## config.mk

```make
export PLATFORM = sky130hd
export DESIGN_NAME = unstriping_flat
export DESIGN_NICKNAME = d
export VERILOG_FILES = /design/src/rtl/unstriping_pkg.sv /design/src/rtl/unstriping_if.sv /design/src/rtl/unstriping_lane_fifo.sv /design/src/rtl/unstriping.sv /design/src/flat_wrapper.sv
export SDC_FILE = /design/constraint.sdc
export NUM_CORES = 1
export LEC_CHECK = 0
export BUFFER_PORTS_ARGS = -buffer_cell sky130_fd_sc_hd__buf_2
export CAP_MARGIN = 10
export CORE_MARGIN = 3
export CORE_UTILIZATION = 40
export DETAILED_ROUTE_END_ITERATION = 8
export GPL_TIMING_DRIVEN = 0
export HOLD_SLACK_MARGIN = 0.06
export PLACE_DENSITY = 0.71
export REMOVE_ABC_BUFFERS = 1
export SLEW_MARGIN = 20
export SYNTH_ARGS = -nofsm -noshare
export SYNTH_HDL_FRONTEND = slang
export SYNTH_SLANG_ARGS = --single-unit
```

## constraint.sdc

```tcl
create_clock -name clk_2f -period 3.7 [get_ports clk_2f]
set_clock_uncertainty 0.2 [all_clocks]
set_input_delay 0.185 -clock clk_2f [delete_from_list [all_inputs] [get_ports clk_2f]]
set_output_delay 0.185 -clock clk_2f [all_outputs]
set_load 0.02 [all_outputs]
```

## src/rtl/unstriping_pkg.sv

```systemverilog
// Shared constants and helpers for the two-lane unstriping stage.
package unstriping_pkg;
  localparam int DEF_DATA_WIDTH = 32;
  localparam int DEF_DEPTH      = 4;
  localparam int NUM_LANES      = 2;

  localparam logic LANE0 = 1'b0;
  localparam logic LANE1 = 1'b1;

  // Ceiling log2, used to size FIFO pointers and counts at elaboration.
  function automatic int clog2(input int n);
    int r;
    r = 0;
    while ((1 << r) < n) r++;
    return r;
  endfunction
endpackage

```

## src/rtl/unstriping_if.sv

```systemverilog
// Lane inputs and merged output / status bundle for the unstriping stage.
interface unstriping_if #(
  parameter int DATA_WIDTH = unstriping_pkg::DEF_DATA_WIDTH
);
  logic [DATA_WIDTH-1:0] lane_0;
  logic                  valid_0;
  logic [DATA_WIDTH-1:0] lane_1;
  logic                  valid_1;
  logic [DATA_WIDTH-1:0] data_out;
  logic                  valid_out;
  logic                  full_0;
  logic                  full_1;
  logic                  overflow_0;
  logic                  overflow_1;

  modport master (
    output lane_0, valid_0, lane_1, valid_1,
    input  data_out, valid_out, full_0, full_1, overflow_0, overflow_1
  );

  modport slave (
    input  lane_0, valid_0, lane_1, valid_1,
    output data_out, valid_out, full_0, full_1, overflow_0, overflow_1
  );
endinterface

```

## src/rtl/unstriping_lane_fifo.sv

```systemverilog
// Per-lane synchronous FIFO; head word is presented combinationally on dout.
module lane_fifo
  import unstriping_pkg::*;
#(
  parameter int DATA_WIDTH = DEF_DATA_WIDTH,
  parameter int DEPTH      = DEF_DEPTH
) (
  input  logic                  clk_2f,
  input  logic                  reset,
  input  logic                  push,
  input  logic                  pop,
  input  logic [DATA_WIDTH-1:0] din,
  output logic [DATA_WIDTH-1:0] dout,
  output logic                  full,
  output logic                  empty
);
  localparam int AW = clog2(DEPTH);
  localparam logic [AW:0] FULL_CNT = (AW+1)'(DEPTH);

  logic [DATA_WIDTH-1:0] mem [DEPTH];
  logic [AW-1:0]         wr_ptr, rd_ptr;
  logic [AW:0]           count;
  logic                  wr_en, rd_en;

  // A push into a full FIFO is only legal when the head leaves on the same edge.
  assign rd_en = pop & ~empty;
  assign wr_en = push & (~full | rd_en);

  assign dout  = mem[rd_ptr];
  assign full  = (count == FULL_CNT);
  assign empty = (count == '0);

  always_ff @(posedge clk_2f) begin
    if (reset) begin
      wr_ptr <= '0;
      rd_ptr <= '0;
      count  <= '0;
    end else begin
      if (wr_en) begin
        mem[wr_ptr] <= din;
        wr_ptr      <= wr_ptr + AW'(1);
      end
      if (rd_en) rd_ptr <= rd_ptr + AW'(1);
      case ({wr_en, rd_en})
        2'b10:   count <= count + (AW+1)'(1);
        2'b01:   count <= count - (AW+1)'(1);
        default: count <= count;
      endcase
    end
  end
endmodule

```

## src/rtl/unstriping.sv

```systemverilog
// Rebuilds the single word stream from two striped lanes, strictly alternating lane 0, lane 1.
module unstriping
  import unstriping_pkg::*;
#(
  parameter int DATA_WIDTH = DEF_DATA_WIDTH,
  parameter int DEPTH      = DEF_DEPTH
) (
  input  logic         clk_2f,
  input  logic         reset,
  unstriping_if.slave  bus
);
  logic [NUM_LANES-1:0][DATA_WIDTH-1:0] lane_d, head;
  logic [NUM_LANES-1:0]                 lane_v, push, pop, full, empty, ovf;
  logic                                 sel;
  logic [DATA_WIDTH-1:0]                data_q;
  logic                                 valid_q;

  assign lane_d = {bus.lane_1, bus.lane_0};
  assign lane_v = {bus.valid_1, bus.valid_0};

  generate
    for (genvar i = 0; i < NUM_LANES; i++) begin : g_lane
      // Only the lane sel points at may drain; the other lane waits its turn.
      assign pop[i]  = ~empty[i] & (sel == 1'(i));
      assign push[i] = lane_v[i] & (~full[i] | pop[i]);

      lane_fifo #(
        .DATA_WIDTH (DATA_WIDTH),
        .DEPTH      (DEPTH)
      ) u_fifo (
        .clk_2f (clk_2f),
        .reset  (reset),
        .push   (push[i]),
        .pop    (pop[i]),
        .din    (lane_d[i]),
        .dout   (head[i]),
        .full   (full[i]),
        .empty  (empty[i])
      );
    end
  endgenerate

  always_ff @(posedge clk_2f) begin
    if (reset) begin
      ovf <= '0;
    end else begin
      for (int i = 0; i < NUM_LANES; i++)
        if (lane_v[i] && full[i] && !pop[i]) ovf[i] <= 1'b1;
    end
  end

  // Stall on an empty expected lane rather than skipping, so order is never broken.
  always_ff @(posedge clk_2f) begin
    if (reset) begin
      data_q  <= '0;
      valid_q <= 1'b0;
      sel     <= LANE0;
    end else if (!empty[sel]) begin
      data_q  <= head[sel];
      valid_q <= 1'b1;
      sel     <= ~sel;
    end else begin
      data_q  <= '0;
      valid_q <= 1'b0;
    end
  end

  assign bus.data_out   = data_q;
  assign bus.valid_out  = valid_q;
  assign bus.full_0     = full[LANE0];
  assign bus.full_1     = full[LANE1];
  assign bus.overflow_0 = ovf[LANE0];
  assign bus.overflow_1 = ovf[LANE1];
endmodule

```

## src/flat_wrapper.sv

```systemverilog
// flat-port wrapper written by rule: the top's interface ports become plain ports
module unstriping_flat import unstriping_pkg::*;
#(
  parameter int DATA_WIDTH = DEF_DATA_WIDTH,
  parameter int DEPTH      = DEF_DEPTH
)
  (clk_2f, reset, bus_lane_0, bus_valid_0, bus_lane_1, bus_valid_1, bus_data_out, bus_valid_out, bus_full_0, bus_full_1, bus_overflow_0, bus_overflow_1);
  unstriping_if #(.DATA_WIDTH(DATA_WIDTH)) bus_i ();
  input  logic clk_2f;
  input  logic reset;
  input wire logic [$bits(bus_i.lane_0)-1:0] bus_lane_0;
  input wire logic [$bits(bus_i.valid_0)-1:0] bus_valid_0;
  input wire logic [$bits(bus_i.lane_1)-1:0] bus_lane_1;
  input wire logic [$bits(bus_i.valid_1)-1:0] bus_valid_1;
  output wire logic [$bits(bus_i.data_out)-1:0] bus_data_out;
  output wire logic [$bits(bus_i.valid_out)-1:0] bus_valid_out;
  output wire logic [$bits(bus_i.full_0)-1:0] bus_full_0;
  output wire logic [$bits(bus_i.full_1)-1:0] bus_full_1;
  output wire logic [$bits(bus_i.overflow_0)-1:0] bus_overflow_0;
  output wire logic [$bits(bus_i.overflow_1)-1:0] bus_overflow_1;
  assign bus_i.lane_0 = bus_lane_0;
  assign bus_i.valid_0 = bus_valid_0;
  assign bus_i.lane_1 = bus_lane_1;
  assign bus_i.valid_1 = bus_valid_1;
  assign bus_data_out = bus_i.data_out;
  assign bus_valid_out = bus_i.valid_out;
  assign bus_full_0 = bus_i.full_0;
  assign bus_full_1 = bus_i.full_1;
  assign bus_overflow_0 = bus_i.overflow_0;
  assign bus_overflow_1 = bus_i.overflow_1;
  unstriping #(.DATA_WIDTH(DATA_WIDTH), .DEPTH(DEPTH)) u_core (.clk_2f(clk_2f), .reset(reset), .bus(bus_i));
endmodule
```

Word-level counts from Yosys, hierarchy flattened
Memory sizes are Yosys's and may differ from the RTL's. A register that Yosys moved wholly into a read port is not among the register bits.
Index checks and enable logic that the tools add are counted.
{"block": "totals", "memories": 2, "rom_bits": 0, "ff_bits": 50, "in_bits": 68, "wordCells": 73, "latchBits": 0, "output_inout_bits": 37, "ramBits": 256}
{"memory": "u_core.g_lane[0].u_fifo.mem", "depth": 4, "word_bits": 32, "read_ports": 1, "rd_ports_with_merged_regs": 1, "wr": 1, "line_no": "unstriping_lane_fifo.sv:20", "text": "logic [DATA_WIDTH-1:0] mem [DEPTH];"}
{"memory": "u_core.g_lane[1].u_fifo.mem", "depth": 4, "word_bits": 32, "read_ports": 1, "rd_ports_with_merged_regs": 1, "wr": 1, "line_no": "unstriping_lane_fifo.sv:20"}
{"block": "op_classes", "n_addsub": 8, "n_reduce_logical": 11, "n_mul": 0, "div": 0, "shifts": 0, "eq_ne": 6, "bitwise": 17, "magnitude_cmp": 1, "mux": 17}
{"cell": "$mux W32", "count": 2}
{"cell": "$pmux W3 S2", "count": 2}
{"cell": "$mux W1", "count": 9}
{"cell": "$add A2 B1 Y2 const B", "count": 4}
{"cell": "$and A1 B1 Y1", "count": 8}
{"cell": "$mux W2", "count": 4}
{"cell": "$add A3 B1 Y3 const B", "count": 2}
{"cell": "$eq A3 B3 Y1 const B", "count": 2}
{"cell": "$logic_not A3 Y1", "count": 2}
{"cell": "$sub A3 B1 Y3 const B", "count": 2}
{"cell": "$not A1 Y1", "count": 5}
{"cell": "$eq A2 B1 Y1 const B", "count": 2}
{"cell": "$eq A2 B2 Y1 const B", "count": 2}
{"cell": "$logic_and A1 B1 Y1", "count": 4}
{"cell": "$or A1 B1 Y1", "count": 4}
{"cell": "$reduce_bool A2 Y1", "count": 2}
{"cell": "$logic_not A1 Y1", "count": 2}
{"cell": "$lt A1 B2 Y1 const B", "count": 1}
{"cell": "$reduce_or A2 Y1", "count": 1}

Depth between registers and ports, before layout
{"block": "logic_depth", "depth_word": 9, "depth_mapped": 10, "ltp_nobuf": 9}

Cells and area by module
Synthesis repeated with hierarchy kept, for this count alone.
{"block": "unflattened", "hier_cells": 648, "area_unflattened_um2": 11835.1}
{"module": "lane_fifo (u_core.g_lane[0].u_fifo)", "seq_area_each_um2": 4023.9, "cells_each": 235, "instances": 1, "area_each_um2": 5186.2}
{"module": "lane_fifo (u_core.g_lane[1].u_fifo)", "seq_area_each_um2": 4023.9, "cells_each": 221, "instances": 1, "area_each_um2": 5083.6}
{"module": "unstriping", "seq_area_each_um2": 720.7, "cells_each": 192, "instances": 1, "area_each_um2": 1565.3}

Worst setup path before layout
No wires, ideal clock.
{"block": "synth_timing", "path_type": "register -> register", "from": "register u_core.g_lane[0].u_fifo.count[2]", "to": "memory u_core.g_lane[0].u_fifo.mem[0][0] in the netlist's numbering, enable pin", "arrival_time_ns": 3.365, "stages_incl_launch_ff": 5, "setup_ns": 0.468, "path_buffers": 0, "period_less_slack_ns": 4.033, "setup_slack_ns": -0.333, "t_required_ns": 3.032, "cell_sequence": "dfxtp_1 -> nor3b_1 -> a21boi_1 -> inv_1 -> nor3b_1"}
{"block": "synth_via", "elab_cells_between_ends": 13, "classes_between": "eq/ne: 1; mux: 3; bitwise: 8; reduce/logical: 1"}
{"item": "start: declaration", "line_no": "unstriping_lane_fifo.sv:22", "text": "logic [AW:0] count;"}
{"item": "start signal: assignment", "line_no": "unstriping_lane_fifo.sv:45", "text": "2'b10: count <= count + (AW+1)'(1);"}
{"item": "start signal: assignment", "line_no": "unstriping_lane_fifo.sv:46", "text": "2'b01: count <= count - (AW+1)'(1);"}
{"item": "start signal: assignment", "line_no": "unstriping_lane_fifo.sv:47", "text": "default: count <= count;"}
{"item": "$eq A3 B3 Y1 (*)", "line_no": "unstriping_lane_fifo.sv:30", "text": "assign full = (count == FULL_CNT);"}
{"item": "net bus_full_0", "line_no": "flat_wrapper.sv:17", "text": "output wire logic [$bits(bus_i.full_0)-1:0] bus_full_0;"}
{"item": "$not A1 Y1 (*)", "line_no": "unstriping_lane_fifo.sv:27, unstriping.sv:25"}
{"item": "$or A1 B1 Y1", "line_no": "unstriping.sv:25", "text": "assign push[i] = lane_v[i] & (~full[i] | pop[i]);"}
{"item": "$and A1 B1 Y1", "line_no": "unstriping.sv:25"}
{"item": "$and A1 B1 Y1 (*)", "line_no": "unstriping_lane_fifo.sv:27", "text": "assign wr_en = push & (~full | rd_en);"}
{"item": "$mux W1 (*)", "line_no": "unstriping_lane_fifo.sv:39", "text": "if (wr_en) begin"}
{"item": "$mux W1 (*)", "line_no": "unstriping_lane_fifo.sv:34", "text": "if (reset) begin"}
{"item": "$mux W1 (not written as such) (*)", "line_no": "unstriping_lane_fifo.sv:40", "text": "mem[wr_ptr] <= din;"}
{"item": "end: declaration", "line_no": "unstriping_lane_fifo.sv:20"}
The timed path passes the listed nets; every way through them passes the cells marked *.

Worst setup path after layout
{"block": "layout_timing", "from": "register u_core.sel", "to": "memory u_core.g_lane[1].u_fifo.mem[1][26] in the netlist's numbering, enable pin"}
{"block": "layout_via", "elab_chain_len": 7, "elab_cells_between_ends": 9, "classes_between": "mux: 3; bitwise: 6"}
{"item": "start: declaration", "line_no": "unstriping.sv:14", "text": "logic sel;"}
{"item": "start signal: assignment", "line_no": "unstriping.sv:61", "text": "sel <= ~sel;"}
{"item": "$and A1 B1 Y1 (*)", "line_no": "unstriping.sv:24", "text": "assign pop[i] = ~empty[i] & (sel == 1'(i));"}
{"item": "$or A1 B1 Y1 or $and A1 B1 Y1 (tied branches)", "line_no": "unstriping.sv:25, unstriping_lane_fifo.sv:26"}
{"item": "$and A1 B1 Y1 or $or A1 B1 Y1 (tied branches)", "line_no": "unstriping.sv:25, unstriping_lane_fifo.sv:27"}
{"item": "$and A1 B1 Y1 (*)", "line_no": "unstriping_lane_fifo.sv:27"}
{"item": "$mux W1 (*)", "line_no": "unstriping_lane_fifo.sv:39"}
{"item": "$mux W1 (*)", "line_no": "unstriping_lane_fifo.sv:34"}
{"item": "$mux W1 (not written as such) (*)", "line_no": "unstriping_lane_fifo.sv:40"}
{"item": "end: declaration", "line_no": "unstriping_lane_fifo.sv:20"}
Mark *: on every way between the ends. The rest lies on a longest branch, timed or not.

==> Implementation_results.wiki <==
{| class="wikitable"
! Metric !! Value
|-
| Minimum clock period after layout || around 3.3 ns
|-
| Worst flop-to-flop path endpoint || u_core.g_lane[1].u_fifo.mem[1][26]
|-
| Final Wtd Congestion || 0.6881
|-
| Remaining DRCs || 0
|-
| Run status || completed
|-
| Max stage delay cell, worst path || dfxtp_1
|-
| Post-synthesis instance total || 558
|-
| Startpoint of the worst-slack reg-to-reg timing path || u_core.sel
|-
| Cell Chain, Critical Path || inv_4, a21boi_1, inv_1, nor3b_2, buf_4, buf_4, buf_4
|-
| Crit path buffers/inverters || 5
|-
| Unrepaired setup endpoints after global routing || false
|-
| CP max stage delay || 0.52 ns
|-
| Reg2reg path depth || 7
|-
| Remaining Overflow, GRT || 0
|-
| Via/cell ratio || roughly 5.0
|-
| Most frequent cell on the critical path || buf_4
|-
| Clock sink count || 310
|-
| Detailed-placement wirelength estimate || roughly 16 mm
|-
| Antenna-violating nets left || 0
|-
| Kind of capture point of the worst setup path || register
|-
| Post-synthesis area per instance || about 21 sq um
|-
| GR Layer Usage met1 || 0.2121
|-
| Register-to-Register Setup Slack || between 0.4 and 0.5 ns
|-
| Pin count of the biggest net entering global routing || 66
|-
| Most used routing layer || met2
|-
| Final count of hold timing violations || 0
|-
| Layout cell share with drive strength beyond 1 || 0.3433
|-
| Worst Setup Start Kind || register
|-
| Routed len/inst || approximately 20 microns
|-
| GR met3 Demand/Resource || 0.02572
|-
| Initial Utilization || 0.4097
|-
| Via total after detailed routing || approximately 6000
|-
| WS Path Type || register to register
|-
| Worst relative slew slack || 0.4203
|-
| Port bufs || ~100
|-
| CTS buffer count || 30
|-
| Number of fill cells in the layout || approximately 2300
|-
| Slew Limit Fails || 0
|-
| Die outline width || between 150 and 200 microns
|-
| Later-pin clock latency in the skew report || around 0.54 ns
|-
| P&R area growth vs syn || 26.72%
|-
| Leading cell type in the layout, fill and taps excluded || edfxtp_1
|-
| Worst path arrival time || around 3.3 ns
|-
| Global routing met2 resource utilization || 0.2660
|-
| FMAX || approximately 310 MHz
|-
| Max Buffers Root-to-Sink || 3
|-
| Worst ir drop on vdd || between 0.4 and 0.5 mV
|-
| Final total power || between 9 and 10 mW
|-
| Std-Cell Rows || 61
|-
| Post-cts resize count || 0
|-
| Overall die height || about 180 microns
|-
| First-pass GRT wire length || 36.91 mm
|-
| Post-route clock period utilization || 0.8839
|-
| # Max-Cap Violations || 0
|-
| Kind of cell adding the most delay to the critical path || buffers and inverters
|-
| 1st-iter DRT viols || about 380
|-
| # nets final || around 860
|-
| Capturing element of the worst setup path || u_core.g_lane[1].u_fifo.mem[1][26]
|-
| Clock slew at the register clock pins of the worst setup and hold paths || around 0.06 ns
|-
| Power density normalized to cell area || between 600 and 700 mW/mm^2
|-
| Required @ worst endpoint || roughly 3.7 ns
|-
| CTS tree || done
|-
| Worst Setup SP || u_core.sel
|-
| CTS H-tree depth || 1
|-
| Worst Path Max Fanout || 37
|-
| Leading cell types in the layout, fill and taps excluded || edfxtp_1, buf_2, dlygate4sd3_1
|-
| DRT Wirelength || 23.85 mm
|-
| Global-route total usage across every layer || 0.1560
|-
| Initial antenna violation count || 0
|-
| Setup ws final || ~0.43 ns
|-
| Total die area || 0.03084 sq mm
|-
| Total of flip-flops plus latches after synthesis || 310
|-
| Number of gates on the worst path with buffers counted || 7
|-
| Transition time at the pin with the least slew margin || 0.8696 ns
|-
| Core ar. || roughly 0.028 sq mm
|-
| Synth unique cells || 30
|-
| Sequential-to-total area share from yosys stat || 0.7619
|-
| Worst Hold Margin || 0.1870 ns
|-
| Hold crit path type || input pin to register
|-
| Total leakage power || slightly above 5 nW
|-
| Post-Syn Area || 0.01151 sq mm
|-
| Sum Neg Setup Slack || 0 ns
|-
| ANT cells || 0
|-
| Number of warnings issued by yosys || 0
|-
| Total of endpoints with negative setup slack in the final report || 0
|-
| DP Worst Slack || about 0.43 ns
|-
| I/O pins || about 110
|-
| Vias in the first global route || around 6300
|-
| Root Driver || clkbuf_16
|-
| First-pass iteration count of the detailed router || 5
|-
| Final standard cell utilization of the core || 0.5192
|}
## cell type report
class / count / area [sq um] / share of cell area
clock buffer: 40 / 849.6 / 0.05825
multi-input combinational: 206 / 2551 / 0.1749
tap: 378 / 473.0 / 0.03243
clock inverter: 16 / 232.7 / 0.01596
timing repair buffer: 215 / 1644 / 0.1127
sequential: 310 / 8778 / 0.6019
inverter: 14 / 55.05 / 0.003775
## power breakdown
group          internal, mW  switching (mW)  total, mW
clock network          2.02            1.24       3.27
registers              4.10           0.210       4.31
logic                  1.04            1.20       2.24
total                  7.17            2.65       9.82
## state kept, by name, indices dropped and copies added (netlist names), named ones only
register and cells:
u_core.bus.data_out 32, u_core.sel 1, u_core.g_lane.u_fifo.wr_ptr 4, u_core.g_lane.u_fifo.mem 256, u_core.g_lane.u_fifo.rd_ptr 4, u_core.ovf 2
u_core.bus.valid_out 1, u_core.g_lane.u_fifo.count 6
## worst min-delay path by stage
| stage | slack, ns | startpoint | cells past startpoint | end |
|---|---|---|---|---|
| 2_1_floorplan | 0.05 | reset | 1 | register |
| 3_3_place_gp | 0.20 | bus_lane_0[0] | 1 | u_core.g_lane[0].u_fifo.mem[3][0] |
| 3_5_place_dp | 0.20 | bus_lane_0[23] | 1 | u_core.g_lane[0].u_fifo.mem[0][23] |
| 4_1_cts | 0.16 | bus_lane_1[26] | 2 | u_core.g_lane[1].u_fifo.mem[3][26] |
| 5_1_grt | 0.19 | bus_lane_1[7] | 2 | u_core.g_lane[1].u_fifo.mem[0][7] |
| 6_report | 0.19 | bus_lane_1[29] | 2 | u_core.g_lane[1].u_fifo.mem[2][29] |
## what timing repair did
action / 4_1_cts / 5_1_grt
hold endpoints to repair: 267 / 0
hold buffers: 69 / 0
setup buffers: 0 / 0
endpoints found under the setup margin: 0 / 0
## synthesized netlist by cell type
cell      count  area share
mux2i_1      34       0.030
a31o_2        1     0.00076
buf_4         1     0.00065
a211oi_1      1     0.00065
a31oi_1       2      0.0011
inv_2         1     0.00033
inv_1        13      0.0042
o311ai_0      1     0.00076
mux4_2       64        0.13
nor3_1       33       0.014
a21boi_1      2      0.0013
dfxtp_1      54       0.094
buf_2        12      0.0052
a311oi_1      1     0.00076
fa_1          2      0.0035
a21oi_2       1     0.00076
mux2_2        2      0.0020
nand2b_1      4      0.0022
nor2_1       18      0.0059
ha_1         10       0.011
o21ai_0       3      0.0013
a21oi_1       6      0.0026
o31a_1        1     0.00076
or3_1         4      0.0022
nor3b_1      10      0.0065
xor2_1        5      0.0038
clkbuf_1      7      0.0023
xnor2_1       1     0.00076
edfxtp_1    256        0.67
buf_6         8      0.0078
## per-stage QoR
step           cells  area, sq um
2_1_floorplan    530        11320
3_3_place_gp    1012        12320
3_5_place_dp    1054        12810
4_1_cts         1179        14580
5_1_grt         1179        14580
6_report        1179        14580
## cells by family (layout without fill, tap and decap cells)
group | Yosys count | in the layout | synth area share
AO/OA/AOI/OAI | 19 | 19 | 0.01076
XOR/XNOR | 6 | 6 | 0.004566
adder cells (fa/ha/maj) | 12 | 12 | 0.01435
buffers and inverters | 42 | 285 | 0.02055
flip-flops | 310 | 310 | 0.7619
multiplexers | 100 | 100 | 0.1568
AND/OR/NAND/NOR | 69 | 69 | 0.03109
## routing by layer
metal | vias to the layer above | part of all wire
met5 | - | 0
met4 | 0 | 0.018
met3 | 33 | 0.055
met2 | 176 | 0.51
met1 | 2964 | 0.42
li1 | 2686 | -
Power figures use the tool's default switching activity.
